==> config.mk <==
export PLATFORM = sky130hd
export DESIGN_NAME = program_sequencer_flat
export DESIGN_NICKNAME = d
export VERILOG_FILES = /design/src/rtl/program_sequencer_pkg.sv /design/src/rtl/program_sequencer_if.sv /design/src/rtl/program_sequencer_pc_counter.sv /design/src/rtl/program_sequencer.sv /design/src/flat_wrapper.sv
export SDC_FILE = /design/constraint.sdc
export NUM_CORES = 1
export LEC_CHECK = 0
export ABC_CLOCK_PERIOD_IN_PS = 1770
export BUFFER_PORTS_ARGS = -buffer_cell sky130_fd_sc_hd__clkbuf_2
export CAP_MARGIN = 10
export CORE_UTILIZATION = 45
export CTS_BUF_LIST = sky130_fd_sc_hd__clkbuf_2
export DETAILED_ROUTE_END_ITERATION = 10
export PLACE_DENSITY = 0.92
export SYNTH_ARGS = -nofsm -noshare
export SYNTH_HDL_FRONTEND = slang
export SYNTH_SLANG_ARGS = --single-unit
==> constraint.sdc <==
create_clock -name clk -period 1.77 [get_ports clk]
set_input_delay 0.0885 -clock clk [delete_from_list [all_inputs] [get_ports clk]]
set_output_delay 0.0885 -clock clk [all_outputs]
set_load 0.1 [all_outputs]
==> src/rtl/program_sequencer_pkg.sv <==
// Shared types and constants for the program sequencer: FSM state and mode
// encodings, opcode field geometry and the default HALT opcode.
package program_sequencer_pkg;

    typedef enum logic [2:0] {
        ST_IDLE   = 3'd0,
        ST_FETCH  = 3'd1,
        ST_EXEC   = 3'd2,
        ST_OUTPUT = 3'd3,
        ST_HALTED = 3'd4
    } state_e;

    typedef enum logic {
        MODE_RUN  = 1'b0,
        MODE_STEP = 1'b1
    } mode_e;

    localparam int          OPCODE_W        = 4;
    localparam logic [3:0]  HALT_OPCODE_DEF = 4'hF;

    function automatic logic is_halt(input logic [OPCODE_W-1:0] opcode,
                                     input logic [OPCODE_W-1:0] halt_op);
        return (opcode == halt_op);
    endfunction

endpackage

==> src/rtl/program_sequencer_if.sv <==
// Processor / output-port bundle of the program sequencer. The sequencer is
// the master; the processor and the output consumer sit on the slave side.
interface program_sequencer_if #(
    parameter int ADDR_W  = 3,
    parameter int INSTR_W = 32
);
    logic [INSTR_W-1:0] instr;
    logic               instr_valid;
    logic               exec_done;
    logic               jump_valid;
    logic [ADDR_W-1:0]  jump_addr;
    logic [31:0]        result;
    logic [7:0]         out_data;
    logic               out_valid;
    logic               out_ready;

    modport master (
        output instr, instr_valid, out_data, out_valid,
        input  exec_done, jump_valid, jump_addr, result, out_ready
    );

    modport slave (
        input  instr, instr_valid, out_data, out_valid,
        output exec_done, jump_valid, jump_addr, result, out_ready
    );
endinterface

==> src/rtl/program_sequencer_pc_counter.sv <==
// Program counter: holds the ROM address, advancing to the jump target or to
// pc+1 (wrapping at 2^ADDR_W) when the sequencer retires an instruction.
module pc_counter #(
    parameter int ADDR_W = 3
) (
    input  logic              clk,
    input  logic              rst_n,
    input  logic              advance,
    input  logic              jump_valid,
    input  logic [ADDR_W-1:0] jump_addr,
    output logic [ADDR_W-1:0] pc
);
    logic [ADDR_W-1:0] pc_r;
    logic [ADDR_W-1:0] pc_nxt_s;

    // Jump mux / natural-width increment
    always_comb begin
        if (jump_valid) begin
            pc_nxt_s = jump_addr;
        end else begin
            pc_nxt_s = pc_r + {{(ADDR_W-1){1'b0}}, 1'b1};
        end
    end

    // PC register
    always_ff @(posedge clk or negedge rst_n) begin
        if (!rst_n) begin
            pc_r <= {ADDR_W{1'b0}};
        end else if (advance) begin
            pc_r <= pc_nxt_s;
        end else begin
            pc_r <= pc_r;
        end
    end

    assign pc = pc_r;
endmodule

==> src/rtl/program_sequencer.sv <==
// Fetch/execute controller: drives program_rom from the PC, hands instructions
// to the processor and returns result[7:0] over a valid/ready port.
// Optional breakpoint support is enabled with `define BREAKPOINT_EN.
module program_sequencer
    import program_sequencer_pkg::*;
#(
    parameter int         ADDR_W      = 3,
    parameter int         INSTR_W     = 32,
    parameter logic [3:0] HALT_OPCODE = HALT_OPCODE_DEF
) (
    input  logic                clk,
    input  logic                rst_n,
    input  logic                run,
    input  logic                step,
    input  logic                halt_req,
    output logic [ADDR_W-1:0]   rom_addr,
    input  logic [INSTR_W-1:0]  rom_data,
    program_sequencer_if.master bus,
`ifdef BREAKPOINT_EN
    input  logic                bp_en,
    input  logic [ADDR_W-1:0]   bp_addr,
    output logic                bp_hit,
`endif
    output logic                busy,
    output logic                halted
);
    state_e             state_r, state_nxt_s;
    mode_e              mode_r, mode_nxt_s;
    logic               halt_flag_r, halt_flag_nxt_s;
    logic [INSTR_W-1:0] instr_r, instr_nxt_s;
    logic               instr_valid_r, instr_valid_nxt_s;
    logic [7:0]         out_data_r, out_data_nxt_s;
    logic               out_valid_r, out_valid_nxt_s;
    logic               halted_r, halted_nxt_s;
    logic               busy_r, busy_nxt_s;
    logic               pc_adv_s;
    logic               stop_req_s;
    logic               bp_stop_s;
    logic [ADDR_W-1:0]  pc_s;
    logic               unused_result_s;

    pc_counter #(.ADDR_W(ADDR_W)) u_pc (
        .clk        (clk),
        .rst_n      (rst_n),
        .advance    (pc_adv_s),
        .jump_valid (bus.jump_valid),
        .jump_addr  (bus.jump_addr),
        .pc         (pc_s)
    );

    assign stop_req_s      = halt_flag_r | halt_req;
    assign unused_result_s = ^bus.result[31:8];

`ifdef BREAKPOINT_EN
    logic bp_hit_r, bp_hit_nxt_s;

    // pc already holds the next address while in OUTPUT
    assign bp_stop_s = (mode_r == MODE_RUN) && bp_en && (pc_s == bp_addr);

    // Breakpoint flag: set on a breakpoint stop, cleared when run/step is accepted
    always_comb begin
        if ((state_r == ST_IDLE) && (run || step)) begin
            bp_hit_nxt_s = 1'b0;
        end else if ((state_r == ST_OUTPUT) && bus.out_ready && !stop_req_s && bp_stop_s) begin
            bp_hit_nxt_s = 1'b1;
        end else begin
            bp_hit_nxt_s = bp_hit_r;
        end
    end

    // Breakpoint flag register
    always_ff @(posedge clk or negedge rst_n) begin
        if (!rst_n) begin
            bp_hit_r <= 1'b0;
        end else begin
            bp_hit_r <= bp_hit_nxt_s;
        end
    end

    assign bp_hit = bp_hit_r;
`else
    assign bp_stop_s = 1'b0;
`endif

    // Next-state and next-output logic
    always_comb begin
        state_nxt_s       = state_r;
        mode_nxt_s        = mode_r;
        halt_flag_nxt_s   = halt_flag_r;
        instr_nxt_s       = instr_r;
        instr_valid_nxt_s = 1'b0;
        out_data_nxt_s    = out_data_r;
        out_valid_nxt_s   = out_valid_r;
        halted_nxt_s      = halted_r;
        pc_adv_s          = 1'b0;
        case (state_r)
            ST_IDLE: begin
                halt_flag_nxt_s = 1'b0;
                if (run) begin
                    state_nxt_s = ST_FETCH;
                    mode_nxt_s  = MODE_RUN;
                end else if (step) begin
                    state_nxt_s = ST_FETCH;
                    mode_nxt_s  = MODE_STEP;
                end else begin
                    state_nxt_s = ST_IDLE;
                end
            end
            ST_FETCH: begin
                instr_nxt_s     = rom_data;
                halt_flag_nxt_s = stop_req_s;
                if (is_halt(rom_data[INSTR_W-1 -: OPCODE_W], HALT_OPCODE)) begin
                    state_nxt_s  = ST_HALTED;
                    halted_nxt_s = 1'b1;
                end else begin
                    state_nxt_s       = ST_EXEC;
                    instr_valid_nxt_s = 1'b1;
                end
            end
            ST_EXEC: begin
                halt_flag_nxt_s = stop_req_s;
                if (bus.exec_done) begin
                    out_data_nxt_s  = bus.result[7:0];
                    out_valid_nxt_s = 1'b1;
                    pc_adv_s        = 1'b1;
                    state_nxt_s     = ST_OUTPUT;
                end else begin
                    state_nxt_s = ST_EXEC;
                end
            end
            ST_OUTPUT: begin
                if (bus.out_ready) begin
                    out_valid_nxt_s = 1'b0;
                    halt_flag_nxt_s = 1'b0;
                    if (stop_req_s || (mode_r == MODE_STEP) || bp_stop_s) begin
                        state_nxt_s = ST_IDLE;
                    end else begin
                        state_nxt_s = ST_FETCH;
                    end
                end else begin
                    halt_flag_nxt_s = stop_req_s;
                    state_nxt_s     = ST_OUTPUT;
                end
            end
            ST_HALTED: begin
                state_nxt_s = ST_HALTED;
            end
            default: begin
                state_nxt_s = ST_IDLE;
            end
        endcase
        busy_nxt_s = (state_nxt_s == ST_FETCH) || (state_nxt_s == ST_EXEC) ||
                     (state_nxt_s == ST_OUTPUT);
    end

    // State and registered-output update
    always_ff @(posedge clk or negedge rst_n) begin
        if (!rst_n) begin
            state_r       <= ST_IDLE;
            mode_r        <= MODE_RUN;
            halt_flag_r   <= 1'b0;
            instr_r       <= {INSTR_W{1'b0}};
            instr_valid_r <= 1'b0;
            out_data_r    <= 8'h00;
            out_valid_r   <= 1'b0;
            halted_r      <= 1'b0;
            busy_r        <= 1'b0;
        end else begin
            state_r       <= state_nxt_s;
            mode_r        <= mode_nxt_s;
            halt_flag_r   <= halt_flag_nxt_s;
            instr_r       <= instr_nxt_s;
            instr_valid_r <= instr_valid_nxt_s;
            out_data_r    <= out_data_nxt_s;
            out_valid_r   <= out_valid_nxt_s;
            halted_r      <= halted_nxt_s;
            busy_r        <= busy_nxt_s;
        end
    end

    assign rom_addr        = pc_s;
    assign bus.instr       = instr_r;
    assign bus.instr_valid = instr_valid_r;
    assign bus.out_data    = out_data_r;
    assign bus.out_valid   = out_valid_r;
    assign busy            = busy_r;
    assign halted          = halted_r;
endmodule

==> src/flat_wrapper.sv <==
// flat-port wrapper written by rule: the top's interface ports become plain ports
module program_sequencer_flat import program_sequencer_pkg::*;
#(
    parameter int         ADDR_W      = 3,
    parameter int         INSTR_W     = 32,
    parameter logic [3:0] HALT_OPCODE = HALT_OPCODE_DEF
)
  (clk, rst_n, run, step, halt_req, rom_addr, rom_data, busy, halted, bus_instr, bus_instr_valid, bus_out_data, bus_out_valid, bus_exec_done, bus_jump_valid, bus_jump_addr, bus_result, bus_out_ready);
  program_sequencer_if #(.ADDR_W(ADDR_W), .INSTR_W(INSTR_W)) bus_i ();
  input  logic clk;
  input  logic rst_n;
  input  logic run;
  input  logic step;
  input  logic halt_req;
  output logic [ADDR_W-1:0] rom_addr;
  input  logic [INSTR_W-1:0] rom_data;
  output logic busy;
  output logic halted;
  output wire logic [$bits(bus_i.instr)-1:0] bus_instr;
  output wire logic [$bits(bus_i.instr_valid)-1:0] bus_instr_valid;
  output wire logic [$bits(bus_i.out_data)-1:0] bus_out_data;
  output wire logic [$bits(bus_i.out_valid)-1:0] bus_out_valid;
  input wire logic [$bits(bus_i.exec_done)-1:0] bus_exec_done;
  input wire logic [$bits(bus_i.jump_valid)-1:0] bus_jump_valid;
  input wire logic [$bits(bus_i.jump_addr)-1:0] bus_jump_addr;
  input wire logic [$bits(bus_i.result)-1:0] bus_result;
  input wire logic [$bits(bus_i.out_ready)-1:0] bus_out_ready;
  assign bus_instr = bus_i.instr;
  assign bus_instr_valid = bus_i.instr_valid;
  assign bus_out_data = bus_i.out_data;
  assign bus_out_valid = bus_i.out_valid;
  assign bus_i.exec_done = bus_exec_done;
  assign bus_i.jump_valid = bus_jump_valid;
  assign bus_i.jump_addr = bus_jump_addr;
  assign bus_i.result = bus_result;
  assign bus_i.out_ready = bus_out_ready;
  program_sequencer #(.ADDR_W(ADDR_W), .INSTR_W(INSTR_W), .HALT_OPCODE(HALT_OPCODE)) u_core (.clk(clk), .rst_n(rst_n), .run(run), .step(step), .halt_req(halt_req), .rom_addr(rom_addr), .rom_data(rom_data), .bus(bus_i), .busy(busy), .halted(halted));
endmodule
==> results.toml <==
[cts]
insertion_delay_ns = 0.42
clk_pin_slew_ns = 0.23
cts_setup_buffers = 0
clock_sinks = 52
cts_tree = "yes"
h-tree-depth = 2
cts-buffers-inserted = 5
root_buffer = "clkbuf_2"
clock_path_buffers = 2

[grt]
grt_max_degree = 53
grt_pass1_vias = 1821
grt_usage_pct = 22.9
grt_pass1_wl_mm = 8.59
antenna_found_initial = 0
grt_overflow = 0

[route]
wire_per_inst_um = 14.9
wirelength_mm = 5.19
via_per_inst = 4.92
drt.antenna.violating_nets = 0
drtIter0Drc = 57
drc_errors = 0
dr.pass1.iters = 4
num_vias = 1718

[min_path]
worstHoldPathType = "in -> reg"
hold_start = "bus_exec_done"

[job]
cap_violations = 0

[critical_path]
crit_type = "reg -> reg"
crit_start = "u_core.state_r[2]"
cp.required_ns = 2.15
crit_path_end_kind = "flip-flop"
crit_fanout = 7
r2r_start = "u_core.state_r[2]"
cp.arrival_ns = 2.10
crit_path_start_kind = "flip-flop"

[floorplanning]
die_w_um = 70
std_cell_rows = 24
die_h_um = 70
io_pins = 122
die-area_mm2 = 0.00490
core-area_mm2 = 0.00441
start_util_pct = 47.1

[timing]
setup_viol = 0
finalHoldViolCount = 0
maxSlewViolCount = 0
period_share_pct = 97.7
min_period_ns = 1.73
max_freq_ghz = 0.578
worst-slew-pin-transition_ns = 0.637
hold-worst-slack_ns = 0.106
relSlewSlack_pct = 57.5
finalClockSkew_ns = 0.0132
rsz0062_at_grt = "true"

[cells_and_area]
drive_gt1_share_pct = 40.7
nNetsFinal = 372
diodes = 0
area_delta_synth_final_pct = 53.5

[synth]
yosysTopAreaCellShare_pct = 62.5
synth_edf_count = 0
synth_most_common_cell = "dfrtp_1"
ys_async_sr_fraction_pct = 100
synth_area_per_cell_um2 = 14.7
synth.largest_area_cell = "dfrtp_1"
synth_seq_cells = 52
syn_area_mm2 = 0.00208
yosysWarnings = 0
synth_common_cells = "dfrtp_1, mux2_1, a21oi_1"
ys_seq_area_share_pct = 62.5
synthFlopType = "dfrtp_1"
synthDistinctLibCells = 28
synthTopCellsByArea = "dfrtp_1, mux2_1, mux2_2"
synthesis.nets = 218
syn_inst = 142

[power]
power_leakage_nw = 1.78
peakVddDrop_v = 0.000530
cellPowerDensity_mw_per_mm2 = 572
fin_total_pwr_mw = 1.83

[placement]
globalplace.congestion = 0.732
dpl.hpwl_mm = 2.86
io_buffer_count = 97

[status]
outcome = "finished clean"
cell type report:
class	instances	area, µm²
clock buffers	7	35.0
clock inverters	1	3.75
fillers	316	1220
inverters	2	7.51
multi-input cells	82	729
flip-flops and latches	52	1300
well taps	52	65.1
repair buffers	153	1050
layer usage:
metal	global-route usage [%]	vias to the layer above	wire (µm)
met5	0	-	0
met4	8.22	0	106
met3	5.63	10	283
met2	43.7	78	2970
met1	24.2	822	1840
li1	-	808	-
final timing paths:
kind	endpoint	slack (ns)	depth (start not counted)
max	u_core.bus.out_valid	0.04	4
min	u_core.state_r[0]	0.11	4
max reg2reg	u_core.bus.out_valid	0.04	4
min reg2reg	u_core.halted	0.51	1
max in group asynchronous	u_core.bus.instr[26]	1.05	3
min in group asynchronous	u_core.u_pc.pc[2]	0.28	3
logic make-up after synthesis:
| kind of cell | Yosys count | share of synthesized area [%] |
|---|---|---|
| multiplexers | 41 | 22.1 |
| AND/OR/NAND/NOR | 23 | 6.73 |
| buffers and inverters | 8 | 3.13 |
| flip-flops | 52 | 62.5 |
| AO/OA/AOI/OAI | 17 | 4.87 |
| adder cells (fa/ha/maj) | 1 | 0.601 |
registers in the layout (all words and copies together), names as in the netlist:
| signal | count |
|---|---|
| u_core.bus.instr | 32 |
| u_core.bus.out_data | 8 |
| u_core.state_r | 3 |
| u_core.u_pc.pc | 3 |
| u_core.bus.instr_valid | 1 |
| u_core.bus.out_valid | 1 |
| u_core.busy | 1 |
| u_core.halt_flag_r | 1 |
| u_core.halted | 1 |
| u_core.mode_r | 1 |
cells in the final DEF (no fill, tap or decap), types with 2 or more instances in the layout:
cell           Yosys  layout
nor2b_1            4       3
buf_4              1       2
nand2_1            3       3
dlygate4sd3_1      0      53
clkbuf_2           0     104
a21oi_1           11      11
mux2_2             9       9
nor2_1             4       4
nand2b_1           2       2
dfrtp_1           52      51
mux2_1            31      31
inv_1              2       2
o21ai_0            2       2
and2_1             2       2
repair_timing:
item | 4_1_cts | 5_1_grt
endpoints found under the hold margin | 102 | 0
resized for setup | 0 | 2
endpoints found under the setup margin | 0 | 2
hold buffers | 53 | 0
stage by stage:
| stage | setup TNS (ns) | instance area, µm² | util (%) | cells | setup WS [ns] |
|---|---|---|---|---|---|
| after floorplan | 0 | 2080 | - | 142 | 0.0247 |
| after global placement | 0 | 2620 | 59.4 | 288 | 0.291 |
| after detailed placement | 0 | 2620 | 59.4 | 288 | 0.269 |
| after CTS | 0 | 3190 | 72.3 | 349 | 0.0792 |
| after global routing | -0.0943 | 3190 | 72.4 | 349 | -0.0528 |
| final | 0 | 3190 | 72.4 | 349 | 0.0408 |
worst max-delay path, cell delays in order (launching register included):
cell           delay, ns
dfrtp_1             0.54
nor2b_2             0.26
a21oi_1             0.10
o2bb2ai_1           0.19
dlygate4sd3_1       0.60
power breakdown:
part	switching (mW)	internal (mW)	leakage, nW
clock	0.346	0.106	0.0306
sequential	0.000282	1.19	0.720
combinational	0.0680	0.118	1.03
(Power assumes the default switching activity.)
